===== config.mk =====
export PLATFORM = sky130hd
export DESIGN_NAME = sprite_scheduler_flat
export DESIGN_NICKNAME = d
export VERILOG_FILES = /design/src/rtl/sprite_pkg.sv /design/src/rtl/sprite_scheduler_if.sv /design/src/rtl/frame_tick_gen.sv /design/src/rtl/sprite_scheduler.sv /design/src/flat_wrapper.sv
export SDC_FILE = /design/constraint.sdc
export NUM_CORES = 1
export LEC_CHECK = 0
export ABC_CLOCK_PERIOD_IN_PS = 2700
export BUFFER_PORTS_ARGS = -buffer_cell sky130_fd_sc_hd__buf_4
export CORE_MARGIN = 3
export CORE_UTILIZATION = 45
export CTS_BUF_LIST = sky130_fd_sc_hd__clkbuf_4 sky130_fd_sc_hd__clkbuf_8 sky130_fd_sc_hd__clkbuf_16
export CTS_CLUSTER_SIZE = 30
export DETAILED_ROUTE_END_ITERATION = 10
export PLACE_DENSITY = 0.75
export SLEW_MARGIN = 5
export SYNTH_ARGS = -nofsm -noshare
export SYNTH_HDL_FRONTEND = slang
export SYNTH_SLANG_ARGS = --single-unit

===== constraint.sdc =====
create_clock -name clk -period 2.7 [get_ports clk]
set_input_delay 0.27 -clock clk [delete_from_list [all_inputs] [get_ports clk]]
set_output_delay 0.27 -clock clk [all_outputs]
set_load 0.005 [all_outputs]

===== src/rtl/sprite_pkg.sv =====
// sprite_pkg: shared state encoding, pixel field widths and index sizing for the sprite scheduler
package sprite_pkg;
  typedef enum logic [2:0] {
    IDLE   = 3'd0,
    SELECT = 3'd1,
    LAUNCH = 3'd2,
    SERVE  = 3'd3,
    DONE   = 3'd4
  } state_e;
  localparam int X_W = 8;
  localparam int Y_W = 7;
  localparam int C_W = 3;
  // One spare code so a scan pointer can sit one past the last engine.
  function automatic int idx_w(input int n);
    return $clog2(n + 1);
  endfunction
endpackage


===== src/rtl/sprite_scheduler_if.sv =====
// sprite_scheduler_if: engine-side streams and VGA write port
//   master (scheduler): takes engine masks/strobes/pixels, drives spr_en and vga_*
//   slave  (engines/adapter side): the mirror image
interface sprite_scheduler_if #(
  parameter int N_SPR = 6
);
  import sprite_pkg::*;
  logic [N_SPR-1:0]     spr_active;
  logic [N_SPR-1:0]     spr_plot;
  logic [N_SPR-1:0]     spr_finish;
  logic [N_SPR-1:0]     spr_en;
  logic [X_W*N_SPR-1:0] spr_x;
  logic [Y_W*N_SPR-1:0] spr_y;
  logic [C_W*N_SPR-1:0] spr_colour;
  logic [X_W-1:0]       vga_x;
  logic [Y_W-1:0]       vga_y;
  logic [C_W-1:0]       vga_colour;
  logic                 vga_plot;
  modport master (
    input  spr_active, spr_plot, spr_finish, spr_x, spr_y, spr_colour,
    output spr_en, vga_x, vga_y, vga_colour, vga_plot
  );
  modport slave (
    output spr_active, spr_plot, spr_finish, spr_x, spr_y, spr_colour,
    input  spr_en, vga_x, vga_y, vga_colour, vga_plot
  );
endinterface


===== src/rtl/frame_tick_gen.sv =====
// frame_tick_gen: free-running 0..FRAME_DIV-1 counter with a one-cycle tick on the last count
//   clk, resetn (sync, active-low) in; tick_o out
module frame_tick_gen #(
  parameter int FRAME_DIV = 833333
) (
  input  logic clk,
  input  logic resetn,
  output logic tick_o
);
  localparam int CW = $clog2(FRAME_DIV);
  logic [CW-1:0] count_q;
  assign tick_o = count_q == CW'(FRAME_DIV - 1);
  always_ff @(posedge clk)
    count_q <= (!resetn || tick_o) ? '0 : count_q + 1'b1;
endmodule


===== src/rtl/sprite_scheduler.sv =====
// sprite_scheduler: per-frame round of sprite engines sharing one VGA write port
//   clk, resetn (sync, active-low); bus: engine streams in, spr_en + muxed vga_* out
//   busy / frame_done / overrun (sticky) / timeout_err (sticky) status out
module sprite_scheduler
  import sprite_pkg::*;
#(
  parameter int N_SPR     = 6,
  parameter int FRAME_DIV = 833333,
  parameter int TIMEOUT   = 4096
) (
  input  logic               clk,
  input  logic               resetn,
  sprite_scheduler_if.master bus,
  output logic               busy,
  output logic               frame_done,
  output logic               overrun,
  output logic               timeout_err
);
  localparam int IDX_W = idx_w(N_SPR);
  localparam int WD_W  = $clog2(TIMEOUT + 1);
  state_e           state_q, state_d;
  logic [IDX_W-1:0] ptr_q, ptr_d, grant_q, grant_d, sel;
  logic [WD_W-1:0]  wd_q, wd_d;
  logic             overrun_q, timeout_q, tick, found, fin, expired;
  logic [N_SPR-1:0] en;
  logic [X_W-1:0]   vx;
  logic [Y_W-1:0]   vy;
  logic [C_W-1:0]   vc;
  logic             vp;
  frame_tick_gen #(.FRAME_DIV(FRAME_DIV)) u_tick (
    .clk    (clk),
    .resetn (resetn),
    .tick_o (tick)
  );
  // Descending scan so the lowest qualifying index is the one left standing.
  always_comb begin
    found = 1'b0;
    sel   = '0;
    for (int i = N_SPR - 1; i >= 0; i--)
      if (bus.spr_active[i] && IDX_W'(i) >= ptr_q) begin
        found = 1'b1;
        sel   = IDX_W'(i);
      end
  end
  // Everything routed by grant: launch pulse, finish sense and the pixel mux.
  always_comb begin
    fin = 1'b0;
    en  = '0;
    vx  = '0;
    vy  = '0;
    vc  = '0;
    vp  = 1'b0;
    for (int i = 0; i < N_SPR; i++)
      if (grant_q == IDX_W'(i)) begin
        fin   = bus.spr_finish[i];
        en[i] = state_q == LAUNCH;
        if (state_q == SERVE) begin
          vx = bus.spr_x[i*X_W +: X_W];
          vy = bus.spr_y[i*Y_W +: Y_W];
          vc = bus.spr_colour[i*C_W +: C_W];
          vp = bus.spr_plot[i];
        end
      end
  end
  assign expired = wd_q == WD_W'(TIMEOUT - 1);
  always_comb begin
    state_d = state_q;
    ptr_d   = ptr_q;
    grant_d = grant_q;
    wd_d    = wd_q;
    case (state_q)
      IDLE: if (tick) begin
        state_d = SELECT;
        ptr_d   = '0;
      end
      SELECT: begin
        grant_d = found ? sel : grant_q;
        state_d = found ? LAUNCH : DONE;
      end
      LAUNCH: begin
        wd_d    = '0;
        state_d = SERVE;
      end
      SERVE: if (fin || expired) begin
        ptr_d   = grant_q + 1'b1;
        state_d = SELECT;
      end else
        wd_d = wd_q + 1'b1;
      default: state_d = IDLE;
    endcase
  end
  always_ff @(posedge clk)
    if (!resetn) begin
      state_q   <= IDLE;
      ptr_q     <= '0;
      grant_q   <= '0;
      wd_q      <= '0;
      overrun_q <= 1'b0;
      timeout_q <= 1'b0;
    end else begin
      state_q   <= state_d;
      ptr_q     <= ptr_d;
      grant_q   <= grant_d;
      wd_q      <= wd_d;
      overrun_q <= overrun_q | (tick && state_q != IDLE);
      // A finish on the expiry cycle wins, so no error is flagged then.
      timeout_q <= timeout_q | (state_q == SERVE && !fin && expired);
    end
  assign bus.spr_en     = en;
  assign bus.vga_x      = vx;
  assign bus.vga_y      = vy;
  assign bus.vga_colour = vc;
  assign bus.vga_plot   = vp;
  assign busy           = state_q != IDLE;
  assign frame_done     = state_q == DONE;
  assign overrun        = overrun_q;
  assign timeout_err    = timeout_q;
endmodule


===== src/flat_wrapper.sv =====
// flat-port wrapper written by rule: the top's interface ports become plain ports
module sprite_scheduler_flat import sprite_pkg::*;
#(
  parameter int N_SPR     = 6,
  parameter int FRAME_DIV = 833333,
  parameter int TIMEOUT   = 4096
)
  (clk, resetn, busy, frame_done, overrun, timeout_err, bus_spr_active, bus_spr_plot, bus_spr_finish, bus_spr_x, bus_spr_y, bus_spr_colour, bus_spr_en, bus_vga_x, bus_vga_y, bus_vga_colour, bus_vga_plot);
  sprite_scheduler_if #(.N_SPR(N_SPR)) bus_i ();
  input  logic clk;
  input  logic resetn;
  output logic busy;
  output logic frame_done;
  output logic overrun;
  output logic timeout_err;
  input wire logic [$bits(bus_i.spr_active)-1:0] bus_spr_active;
  input wire logic [$bits(bus_i.spr_plot)-1:0] bus_spr_plot;
  input wire logic [$bits(bus_i.spr_finish)-1:0] bus_spr_finish;
  input wire logic [$bits(bus_i.spr_x)-1:0] bus_spr_x;
  input wire logic [$bits(bus_i.spr_y)-1:0] bus_spr_y;
  input wire logic [$bits(bus_i.spr_colour)-1:0] bus_spr_colour;
  output wire logic [$bits(bus_i.spr_en)-1:0] bus_spr_en;
  output wire logic [$bits(bus_i.vga_x)-1:0] bus_vga_x;
  output wire logic [$bits(bus_i.vga_y)-1:0] bus_vga_y;
  output wire logic [$bits(bus_i.vga_colour)-1:0] bus_vga_colour;
  output wire logic [$bits(bus_i.vga_plot)-1:0] bus_vga_plot;
  assign bus_i.spr_active = bus_spr_active;
  assign bus_i.spr_plot = bus_spr_plot;
  assign bus_i.spr_finish = bus_spr_finish;
  assign bus_i.spr_x = bus_spr_x;
  assign bus_i.spr_y = bus_spr_y;
  assign bus_i.spr_colour = bus_spr_colour;
  assign bus_spr_en = bus_i.spr_en;
  assign bus_vga_x = bus_i.vga_x;
  assign bus_vga_y = bus_i.vga_y;
  assign bus_vga_colour = bus_i.vga_colour;
  assign bus_vga_plot = bus_i.vga_plot;
  sprite_scheduler #(.N_SPR(N_SPR), .FRAME_DIV(FRAME_DIV), .TIMEOUT(TIMEOUT)) u_core (.clk(clk), .resetn(resetn), .bus(bus_i), .busy(busy), .frame_done(frame_done), .overrun(overrun), .timeout_err(timeout_err));
endmodule

==> flow_summary.json <==
{
  "pwr-share-seq": 0.464,
  "grt_pass1_wl_um": 17200,
  "h-tree-depth": 2,
  "totalWireLength_um": 10800,
  "drive_gt1_frac": 0.331,
  "met1_length_um": 4610,
  "max_freq_mhz": 400,
  "core_area_mm2": 0.00687,
  "crit_type": "reg2out",
  "antenna_found_initial": 0,
  "initial_utilization": 0.468,
  "finalSetupViolCount": 0,
  "slew_headroom": 0.694,
  "synth.yosys.seq_area_share": 0.274,
  "fin_skew_ns": 0.00836,
  "preCtsSetupSlack_ns": 0.355,
  "synthesis.area_mm2": 0.00321,
  "clockPowerShare": 0.387,
  "hold_viol_final": 0,
  "max-vdd-ir-drop_uv": 303,
  "finalWorstSetupSlack_ns": 0.197,
  "finalCritPeriodShare": 0.927,
  "clock_latency_ns": 0.30,
  "avgSynthCellArea_um2": 7.47,
  "pin_count": 157,
  "dr.pass1.iters": 4,
  "antenna_cells": 0,
  "post_dp_cell_area_mm2": 0.00445,
  "drc": 0,
  "setup_tns_ns": 0,
  "route.met2.wl_um": 5350,
  "status": "finished, final reports clean",
  "final_nets": 712,
  "hpwl_um": 8520,
  "cts_buffers": 5,
  "grt_max_degree": 39,
  "clk_pin_slew_ns": 0.08,
  "power_leakage_nw": 2.00,
  "via_count": 3677,
  "internal_power_w": 0.00112,
  "track_usage": 0.252,
  "io_buffer_count": 156,
  "multi_input_area_mm2": 0.00216,
  "cts_tree": "done",
  "final_antenna_net_count": 0,
  "cts_hold_buf": 0,
  "timing.max_cap.violations": 0,
  "p_switching_w": 0.000289,
  "placementRows": 30,
  "cp_max_fo": 21,
  "hp-class": "in2reg",
  "ctsRootBufferMaster": "clkbuf_8",
  "drv_slew": 0,
  "ys.flop_type": "dfxtp_1",
  "ys_ff_latch": 44,
  "synthesis.nets": 566,
  "grt_overflow": 0,
  "fin_crit_ns": 2.50,
  "synth_warnings": 0,
  "crit_path_end_kind": "output port",
  "die-width_um": 90.5,
  "startpoint_type": "flop",
  "swShare": 0.205,
  "power-per-cell-area_mw_per_mm2": 307,
  "layout_common_cells": "buf_4, nor2_1, dfxtp_1",
  "die_h_um": 90.5,
  "routedWlPerCell_um": 16.0,
  "top_layer": "met4",
  "synth_edf_count": 0,
  "dp.cells": 665,
  "arrival_ns": 2.23,
  "ys_types": 52,
  "p_comb_frac": 0.148,
  "syn_inst": 430,
  "regArea_um2": 882,
  "routed_via_density": 5.46,
  "drtIter0Drc": 121,
  "fillers": 639,
  "worstMarginPinSlew_ns": 0.458,
  "fin_area_mm2": 0.00460,
  "die-area_mm2": 0.00819,
  "cp.required_ns": 2.43,
  "fin_cells": 673,
  "first_global_vias": 3446,
  "cts.sinks": 44,
  "rsz0062_at_grt": "no",
  "clock_path_buffers": 2,
  "mostFrequentLayoutCell": "buf_4",
  "met3WireLength_um": 642,
  "place_congestion": 0.831,
  "postSynth.asyncResetShare": 0,
  "area_growth_pct": 43.1
}
critical path, cell delays in order, from the launching register on:
cell and delay (ns):
dfxtp_2 0.38, ha_1 0.16, ha_1 0.21, buf_4 0.29, nor2_1 0.06, buf_4 0.20, a22o_1 0.21, a22oi_1 0.17
a21oi_1 0.10, buf_4 0.15
power groups by stage:
stage / Combinational (W) / Clock (W) / Sequential [W]
after global placement: 0.000206 / 0 / 0.000671
final: 0.000210 / 0.000547 / 0.000656
after floorplan: 0.0000556 / 0 / 0.000670
after global routing: 0.000228 / 0.000582 / 0.000657
after detailed placement: 0.000209 / 0 / 0.000671
after CTS: 0.000210 / 0.000560 / 0.000656
stage by stage:
| step | hold WS (ns) | total power, W | utilization |
|---|---|---|---|
| 2_1_floorplan | 0.425 | 0.000726 | - |
| 3_3_place_gp | 0.440 | 0.000877 | 0.647 |
| 3_5_place_dp | 0.455 | 0.000881 | 0.647 |
| 4_1_cts | 0.250 | 0.00143 | 0.666 |
| 5_1_grt | 0.250 | 0.00147 | 0.670 |
| 6_report | 0.253 | 0.00141 | 0.670 |
area by class of cell:
class,instances,area share
Multi-Input combinational cell,343,0.469
Timing Repair Buffer,168,0.274
Sequential cell,44,0.192
Tap cell,96,0.0261
Clock buffer,7,0.0209
Inverter,14,0.0114
Clock inverter,1,0.00653
sequential cells by signal, summed over array words and instances (netlist names):
register / count
u_core.grant_q: 3
u_core.overrun: 1
u_core.ptr_q: 3
u_core.state_q: 3
u_core.u_tick.count_q: 20
u_core.timeout_err: 1
u_core.wd_q: 13
layer usage:
| metal | global-route usage | up-vias |
|---|---|---|
| met5 | 0 | - |
| met4 | 0.0676 | 0 |
| met3 | 0.0442 | 15 |
| met2 | 0.439 | 123 |
| met1 | 0.318 | 1685 |
| li1 | - | 1854 |
cells by family (layout without fill, tap and decap cells):
| family | Yosys count | count (layout) | synth area share |
|---|---|---|---|
| AO/OA/AOI/OAI | 142 | 142 | 0.305 |
| XOR/XNOR | 19 | 19 | 0.0518 |
| adder cells (fa/ha/maj) | 8 | 8 | 0.0312 |
| buffers and inverters | 43 | 190 | 0.0623 |
| flip-flops | 44 | 44 | 0.274 |
| multiplexers | 3 | 3 | 0.00935 |
| AND/OR/NAND/NOR | 171 | 171 | 0.266 |
synthesized netlist by cell type (3+ instances only):
library cell / instances / area [um^2]
buf_6: 3 / 33.8
or3_1: 9 / 56.3
clkbuf_1: 17 / 63.8
o21a_1: 3 / 22.5
nor3_1: 4 / 20.0
buf_2: 7 / 35.0
nand2_1: 40 / 150
nor2_1: 61 / 229
and3_1: 6 / 37.5
o21ai_0: 26 / 130
nand3_1: 13 / 65.1
and4_1: 5 / 43.8
dfxtp_1: 44 / 881
or4_1: 3 / 22.5
mux2i_1: 3 / 30.0
nor2b_1: 4 / 25.0
nand4_1: 9 / 56.3
a22oi_1: 37 / 278
a22o_1: 19 / 166
o21ai_1: 4 / 20.0
xnor2_1: 7 / 61.3
nor3b_1: 5 / 37.5
a21oi_1: 35 / 175
inv_1: 14 / 52.6
ha_1: 8 / 100
xor2_1: 12 / 105
what timing repair did:
item,CTS,global route
setup buffers,0,0
gates resized for setup,0,5
setup endpoints to repair,0,18
final timing paths:
kind	start	endpoint	slack [ns]	depth (start not counted)
max reg2reg	u_core.grant_q[0]$_SDFFE_PN0P_	u_core.wd_q[7]$_SDFFE_PN0P_	0.34	9
min	resetn	u_core.overrun$_SDFF_PN0_	0.25	2
min reg2reg	u_core.u_tick.count_q[0]$_SDFF_PP0_	u_core.u_tick.count_q[0]$_SDFF_PP0_	0.47	1
max	u_core.grant_q[0]$_SDFFE_PN0P_	bus_vga_x[3]	0.20	9
(Power assumes the default switching activity.)
